## src/rtl/mem_arbiter_pkg.sv

```systemverilog
// Shared types and default widths for the wasm/cpu memory arbiter.
package mem_arbiter_pkg;

   localparam int DEF_ADDR_W  = 32;
   localparam int DEF_DATA_W  = 8;
   localparam int DEF_TIMEOUT = 255;
   localparam int CNT_W       = 9;

   typedef logic [1:0] state_t;
   localparam state_t IDLE  = 2'd0;
   localparam state_t ISSUE = 2'd1;
   localparam state_t DONE  = 2'd2;

   typedef enum logic {
      GNT_WASM = 1'b0,
      GNT_CPU  = 1'b1
   } gnt_t;

endpackage

```

## src/rtl/mem_arbiter_if.sv

```systemverilog
// Bundle of both requester handshakes plus the shared memory port.
// slave = arbiter side, master = requesters and memory model.
interface mem_arbiter_if #(
   parameter int ADDR_W = 32,
   parameter int DATA_W = 8
);
   logic              boot_done;

   logic              wasm_req;
   logic              wasm_we;
   logic [ADDR_W-1:0] wasm_addr;
   logic [DATA_W-1:0] wasm_wdata;
   logic              wasm_ack;
   logic              wasm_err;

   logic              cpu_req;
   logic              cpu_we;
   logic [ADDR_W-1:0] cpu_addr;
   logic [DATA_W-1:0] cpu_wdata;
   logic              cpu_ack;
   logic              cpu_err;

   logic [DATA_W-1:0] rdata;

   logic [ADDR_W-1:0] mem_addr;
   logic [DATA_W-1:0] mem_data_in;
   logic              mem_read_en;
   logic              mem_write_en;
   logic [DATA_W-1:0] mem_data_out;
   logic              mem_ready;

   modport slave (
      input  boot_done,
      input  wasm_req, wasm_we, wasm_addr, wasm_wdata,
      output wasm_ack, wasm_err,
      input  cpu_req, cpu_we, cpu_addr, cpu_wdata,
      output cpu_ack, cpu_err,
      output rdata,
      output mem_addr, mem_data_in, mem_read_en, mem_write_en,
      input  mem_data_out, mem_ready
   );

   modport master (
      output boot_done,
      output wasm_req, wasm_we, wasm_addr, wasm_wdata,
      input  wasm_ack, wasm_err,
      output cpu_req, cpu_we, cpu_addr, cpu_wdata,
      input  cpu_ack, cpu_err,
      input  rdata,
      input  mem_addr, mem_data_in, mem_read_en, mem_write_en,
      output mem_data_out, mem_ready
   );

endinterface

```

## src/rtl/mem_arbiter.sv

```systemverilog
// Arbitrates wasm loader and cpu accesses onto one memory port (IDLE/ISSUE/DONE).
// Define MEM_ARBITER_ROUND_ROBIN_EN for alternating priority; otherwise wasm always wins.
module mem_arbiter
   import mem_arbiter_pkg::*;
#(
   parameter int ADDR_W  = DEF_ADDR_W,
   parameter int DATA_W  = DEF_DATA_W,
   parameter int TIMEOUT = DEF_TIMEOUT
) (
   input  logic         clk,
   input  logic         rst_n,
   mem_arbiter_if.slave bus
);

   localparam logic [CNT_W-1:0] CNT_LAST = CNT_W'(TIMEOUT - 1);

   state_t            state;
   gnt_t              gnt;
   gnt_t              pick;
   logic              lat_we;
   logic [ADDR_W-1:0] lat_addr;
   logic [DATA_W-1:0] lat_wdata;
   logic [CNT_W-1:0]  cnt;
   logic              err_q;
   logic [DATA_W-1:0] rdata_q;
   logic              cpu_elig;
   logic              any_req;
`ifdef MEM_ARBITER_ROUND_ROBIN_EN
   logic              prio_cpu;
`endif

   // cpu stays pending (not dropped) until the ROM has been mapped
   assign cpu_elig = bus.cpu_req & bus.boot_done;
   assign any_req  = bus.wasm_req | cpu_elig;

   always_comb begin
      // NOTE: default assigned first so no path leaves pick unassigned (no latch).
      pick = GNT_WASM;
`ifdef MEM_ARBITER_ROUND_ROBIN_EN
      if (cpu_elig && (!bus.wasm_req || prio_cpu)) pick = GNT_CPU;
`else
      if (cpu_elig && !bus.wasm_req) pick = GNT_CPU;
`endif
   end

   always_ff @(posedge clk) begin
      // NOTE: all state uses non-blocking assignment so every reader sees pre-edge values.
      if (!rst_n) begin
         state     <= IDLE;
         gnt       <= GNT_WASM;
         lat_we    <= 1'b0;
         lat_addr  <= '0;
         lat_wdata <= '0;
         cnt       <= '0;
         err_q     <= 1'b0;
         rdata_q   <= '0;
`ifdef MEM_ARBITER_ROUND_ROBIN_EN
         prio_cpu  <= 1'b0;
`endif
      end else begin
         case (state)
            IDLE: if (any_req) begin
               gnt       <= pick;
               lat_we    <= (pick == GNT_CPU) ? bus.cpu_we    : bus.wasm_we;
               lat_addr  <= (pick == GNT_CPU) ? bus.cpu_addr  : bus.wasm_addr;
               lat_wdata <= (pick == GNT_CPU) ? bus.cpu_wdata : bus.wasm_wdata;
               cnt       <= '0;
               err_q     <= 1'b0;
               state     <= ISSUE;
`ifdef MEM_ARBITER_ROUND_ROBIN_EN
               prio_cpu  <= (pick == GNT_WASM);
`endif
            end
            ISSUE: begin
               cnt <= cnt + 1'b1;
               // ready on the final counted cycle still wins over timeout
               if (bus.mem_ready) begin
                  if (!lat_we) rdata_q <= bus.mem_data_out;
                  state <= DONE;
               end else if (cnt == CNT_LAST) begin
                  err_q <= 1'b1;
                  state <= DONE;
               end
            end
            DONE:    state <= IDLE;
            default: state <= IDLE;
         endcase
      end
   end

   assign bus.mem_read_en  = (state == ISSUE) && !lat_we;
   assign bus.mem_write_en = (state == ISSUE) &&  lat_we;
   assign bus.mem_addr     = lat_addr;
   assign bus.mem_data_in  = lat_wdata;
   assign bus.rdata        = rdata_q;
   assign bus.wasm_ack     = (state == DONE) && (gnt == GNT_WASM);
   assign bus.cpu_ack      = (state == DONE) && (gnt == GNT_CPU);
   assign bus.wasm_err     = bus.wasm_ack & err_q;
   assign bus.cpu_err      = bus.cpu_ack  & err_q;

endmodule
```

## src/flat_wrapper.sv

```systemverilog
// flat-port wrapper written by rule: the top's interface ports become plain ports
module mem_arbiter_flat import mem_arbiter_pkg::*;
#(
   parameter int ADDR_W  = DEF_ADDR_W,
   parameter int DATA_W  = DEF_DATA_W,
   parameter int TIMEOUT = DEF_TIMEOUT
)
  (clk, rst_n, bus_boot_done, bus_wasm_req, bus_wasm_we, bus_wasm_addr, bus_wasm_wdata, bus_wasm_ack, bus_wasm_err, bus_cpu_req, bus_cpu_we, bus_cpu_addr, bus_cpu_wdata, bus_cpu_ack, bus_cpu_err, bus_rdata, bus_mem_addr, bus_mem_data_in, bus_mem_read_en, bus_mem_write_en, bus_mem_data_out, bus_mem_ready);
  mem_arbiter_if #(.ADDR_W(ADDR_W), .DATA_W(DATA_W)) bus_i ();
  input  logic clk;
  input  logic rst_n;
  input wire logic [$bits(bus_i.boot_done)-1:0] bus_boot_done;
  input wire logic [$bits(bus_i.wasm_req)-1:0] bus_wasm_req;
  input wire logic [$bits(bus_i.wasm_we)-1:0] bus_wasm_we;
  input wire logic [$bits(bus_i.wasm_addr)-1:0] bus_wasm_addr;
  input wire logic [$bits(bus_i.wasm_wdata)-1:0] bus_wasm_wdata;
  output wire logic [$bits(bus_i.wasm_ack)-1:0] bus_wasm_ack;
  output wire logic [$bits(bus_i.wasm_err)-1:0] bus_wasm_err;
  input wire logic [$bits(bus_i.cpu_req)-1:0] bus_cpu_req;
  input wire logic [$bits(bus_i.cpu_we)-1:0] bus_cpu_we;
  input wire logic [$bits(bus_i.cpu_addr)-1:0] bus_cpu_addr;
  input wire logic [$bits(bus_i.cpu_wdata)-1:0] bus_cpu_wdata;
  output wire logic [$bits(bus_i.cpu_ack)-1:0] bus_cpu_ack;
  output wire logic [$bits(bus_i.cpu_err)-1:0] bus_cpu_err;
  output wire logic [$bits(bus_i.rdata)-1:0] bus_rdata;
  output wire logic [$bits(bus_i.mem_addr)-1:0] bus_mem_addr;
  output wire logic [$bits(bus_i.mem_data_in)-1:0] bus_mem_data_in;
  output wire logic [$bits(bus_i.mem_read_en)-1:0] bus_mem_read_en;
  output wire logic [$bits(bus_i.mem_write_en)-1:0] bus_mem_write_en;
  input wire logic [$bits(bus_i.mem_data_out)-1:0] bus_mem_data_out;
  input wire logic [$bits(bus_i.mem_ready)-1:0] bus_mem_ready;
  assign bus_i.boot_done = bus_boot_done;
  assign bus_i.wasm_req = bus_wasm_req;
  assign bus_i.wasm_we = bus_wasm_we;
  assign bus_i.wasm_addr = bus_wasm_addr;
  assign bus_i.wasm_wdata = bus_wasm_wdata;
  assign bus_wasm_ack = bus_i.wasm_ack;
  assign bus_wasm_err = bus_i.wasm_err;
  assign bus_i.cpu_req = bus_cpu_req;
  assign bus_i.cpu_we = bus_cpu_we;
  assign bus_i.cpu_addr = bus_cpu_addr;
  assign bus_i.cpu_wdata = bus_cpu_wdata;
  assign bus_cpu_ack = bus_i.cpu_ack;
  assign bus_cpu_err = bus_i.cpu_err;
  assign bus_rdata = bus_i.rdata;
  assign bus_mem_addr = bus_i.mem_addr;
  assign bus_mem_data_in = bus_i.mem_data_in;
  assign bus_mem_read_en = bus_i.mem_read_en;
  assign bus_mem_write_en = bus_i.mem_write_en;
  assign bus_i.mem_data_out = bus_mem_data_out;
  assign bus_i.mem_ready = bus_mem_ready;
  mem_arbiter #(.ADDR_W(ADDR_W), .DATA_W(DATA_W), .TIMEOUT(TIMEOUT)) u_core (.clk(clk), .rst_n(rst_n), .bus(bus_i));
endmodule
```

## config.mk

```make
export PLATFORM = sky130hd
export DESIGN_NAME = mem_arbiter_flat
export DESIGN_NICKNAME = d
export VERILOG_FILES = /design/src/rtl/mem_arbiter_pkg.sv /design/src/rtl/mem_arbiter_if.sv /design/src/rtl/mem_arbiter.sv /design/src/flat_wrapper.sv
export SDC_FILE = /design/constraint.sdc
export NUM_CORES = 1
export LEC_CHECK = 0
export CAP_MARGIN = 5
export CORE_UTILIZATION = 30
export CTS_CLUSTER_SIZE = 25
export DETAILED_ROUTE_END_ITERATION = 6
export HOLD_SLACK_MARGIN = 0.08
export PLACE_DENSITY = 0.62
export SLEW_MARGIN = 20
export SYNTH_ARGS = -nofsm -noshare
export SYNTH_HDL_FRONTEND = slang
export SYNTH_SLANG_ARGS = --single-unit
```

## constraint.sdc

```tcl
create_clock -name clk -period 1.5 [get_ports clk]
set_input_delay 0.225 -clock clk [delete_from_list [all_inputs] [get_ports clk]]
set_output_delay 0.225 -clock clk [all_outputs]
set_load 0.05 [all_outputs]
```

==> run summary <==
final antenna-violating net count -> 0
register area share after synthesis -> 46.4%
worst path required time -> 1270 ps
gp weighted congestion -> 0.714
area grow syn2layout -> 71.6%
Core ar. -> 8680 µm²
Hold-fix buffers, CTS -> 0
Synth area leader -> dfxtp_1
clock latency on the worst-skew pair -> 330 ps
largest net degree at the start of global routing -> 31
Yosys top cell area share -> 46.4%
Syn Std Cell Area -> 2670 µm²
Area contributors post-synth -> dfxtp_1 (46%), mux2i_1 (19%), o2bb2ai_1 (14%)
DP Area -> 4380 µm²
worst slew pin tran -> 287 ps
antenna violations before repair -> 0
GRT Util Overall -> 15.7%
WHS -> 465 ps
worst-path maximum fanout -> 6
fraction of the cycle the final worst path needs -> 98.2%
Die H -> 96.4 µm
worst min path class -> reg -> reg
Finished Cell Area -> 4590 µm²
gr ovfl total -> 0
Cell Chain, Critical Path -> nor2b_4 > nor2b_4 > and2_4 > buf_12
Layout Cells excl Fill -> 525
CTS tree -> built
CP max stage delay -> 380 ps
Synth Instances -> 248
final net count -> 510
CP delay by family, top -> simple AND/OR/NAND/NOR gates
# DRC -> 0
number of diodes -> 0
EDFF count, synth -> 0
Max Root-Sink Buffers -> 2
Rows -> 34
Slowest-stage cell, CP -> dfxtp_4
CP endpoint kind -> output pin
net count after synthesis -> 346
Worst Path Buf+Inv -> 1
CTS Buf Count -> 9
H-Tree Depth -> 3
fin util -> 52.9%
DR iter-0 viols -> 63
final slew viol count -> 0
crit start category -> flop
first-pass GRT wire length -> 11.2 mm
Synth async-reset ratio -> 0%
most repeated library cell on the critical path -> nor2b_4
DR vias -> 2486
# setup viols final -> 0
I/O pin count -> 150
WL/cell -> 14.1 µm
Lkg Pwr -> 0.00202 µW
WS Path Type -> reg -> out
Synth cell types -> 40
initial core utilization -> 30.8%
vias per cell -> 4.74
post-route setup TNS -> 0 ps
1st-pass router iterations -> 4
Die X -> 96.4 µm
Achievable Freq -> 679 MHz
warnings from Yosys -> 0
RSZ-0062 raised after global routing -> yes
ys flop type -> dfxtp_1
Clock Root Buffer -> clkbuf_8
die area -> 9290 µm²
# fillers -> 788
maxcap violations -> 0
number of global-route vias before repair -> 2404
worst path arrival time -> 1250 ps
dpl cells -> 506
worst-case clock skew -> 12.1 ps
PD cells -> 965 nW/µm²
Max rail drop VDD -> 562 µV
Reg clk slew, reported paths -> 70 ps
status -> finished clean
Syn Area/Cell -> 10.8 µm²
Port Buffers -> 149
Slew HR -> 80.6%
Tmin final -> 1470 ps
DP HPWL -> 5.42 mm
proportion of layout cells with a drive suffix above 1 -> 25.4%
Final Hold Viols -> 0
Yosys reg bits -> 62
final WL -> 7.41 mm
clock sink count -> 62
[cell type report]
cell class                      instances  area [µm²]  share of cell area, %
Tap cell                              108         135                   2.95
Clock buffer                           12         145                   3.16
Inverter                                3        11.3                  0.245
Multi-Input combinational cell        163        1350                   29.5
Sequential cell                        62        1250                   27.2
Timing Repair Buffer                  173        1670                   36.5
Clock inverter                          4        22.5                  0.491
[worst paths after layout]
path	startpoint	endpoint	slack, ps	depth (start not counted)
max	u_core.state[0]	bus_wasm_err	30	4
min	u_core.bus.mem_addr[15]	u_core.bus.mem_addr[15]	470	1
max reg2reg	u_core.state[0]	u_core.cnt[6]	120	5
min reg2reg	u_core.bus.mem_addr[15]	u_core.bus.mem_addr[15]	470	1
[metrics by stage]
step | setup WS, ps | power (µW)
finish | 27.0 | 4430
global route | -47.9 | 4650
CTS | -3.67 | 4500
detailed placement | -156 | 3180
global placement | -128 | 3180
floorplan | 2.62 | 2590
[routing by layer]
metal | global-route usage [%] | up-vias | share of wire, %
met4 | 5.88 | 0 | 1.2
met1 | 18.6 | 1100 | 42
met5 | 0 | - | 0
li1 | - | 1259 | -
met3 | 5.79 | 9 | 11
met2 | 26.1 | 118 | 46
[synth_stat cells (2+ instances only)]
cell type  number
a211oi_1        2
a21oi_1         2
a311oi_1        2
a31oi_1         2
and2_1          3
buf_2          13
buf_4           2
clkbuf_1        4
dfxtp_1        62
ha_1            2
inv_1           3
mux2i_1        50
nand2_1         6
nand3_1         5
nand3b_1        4
nor2_1         14
nor2b_1         3
o21ai_0         3
o2bb2ai_1      42
o31ai_1         3
or4_1           2
[power breakdown]
group	switching, µW	internal, µW
Combinational	712	594
Clock	631	637
Sequential	82.4	1770
Total	1430	3000
[logic make-up (layout without fill, tap and decap cells)]
logic type,Yosys count,count (layout),synth area share (%)
AOI/OAI and AO/OA,64,64,19.7
xor gates and xnor gates,1,1,0.328
buffers and inverters,23,192,4.12
DFF,62,62,46.4
muxes,50,50,18.7
and+or+nand+nor,46,46,9.73
adders and majority gates,2,2,0.936
[sequential cells by signal (all words and copies together), names as in the netlist]
register,cells
u_core.bus.rdata,8
u_core.gnt,1
u_core.lat_we,1
u_core.err_q,1
u_core.bus.mem_addr,32
u_core.state,2
u_core.bus.mem_data_in,8
u_core.cnt,9
[layout by cell type, fill, tap and decap left out, types with 2 or more instances in the layout]
| master | instances |
|---|---|
| clkinv_2 | 3 |
| a31oi_1 | 2 |
| o2bb2ai_1 | 42 |
| clkdlybuf4s50_1 | 95 |
| buf_12 | 11 |
| nor2_1 | 14 |
| inv_1 | 3 |
| clkbuf_8 | 10 |
| buf_4 | 67 |
| o31ai_1 | 3 |
| dfxtp_4 | 2 |
| nand3_1 | 5 |
| dfxtp_1 | 60 |
| ha_1 | 2 |
| clkbuf_1 | 2 |
| nor2b_4 | 3 |
| a211oi_1 | 2 |
| nand3b_1 | 4 |
| a21oi_1 | 2 |
| a311oi_1 | 2 |
| or4_1 | 2 |
| o21ai_0 | 3 |
| and2_4 | 2 |
| mux2i_1 | 50 |
| nand2_1 | 6 |
[worst register-to-register path, stage by stage, from the launching register on]
cell and delay [ps]:
dfxtp_4 380, buf_4 160, a211oi_1 260, buf_4 180
nor2_1 70, a311oi_1 260
[what timing repair did]
action	in CTS	in global routing
buffers inserted	2	1
pin swaps	0	0
gates resized for setup	7	1
setup endpoints to repair	6	3
(Power assumes the default switching activity.)
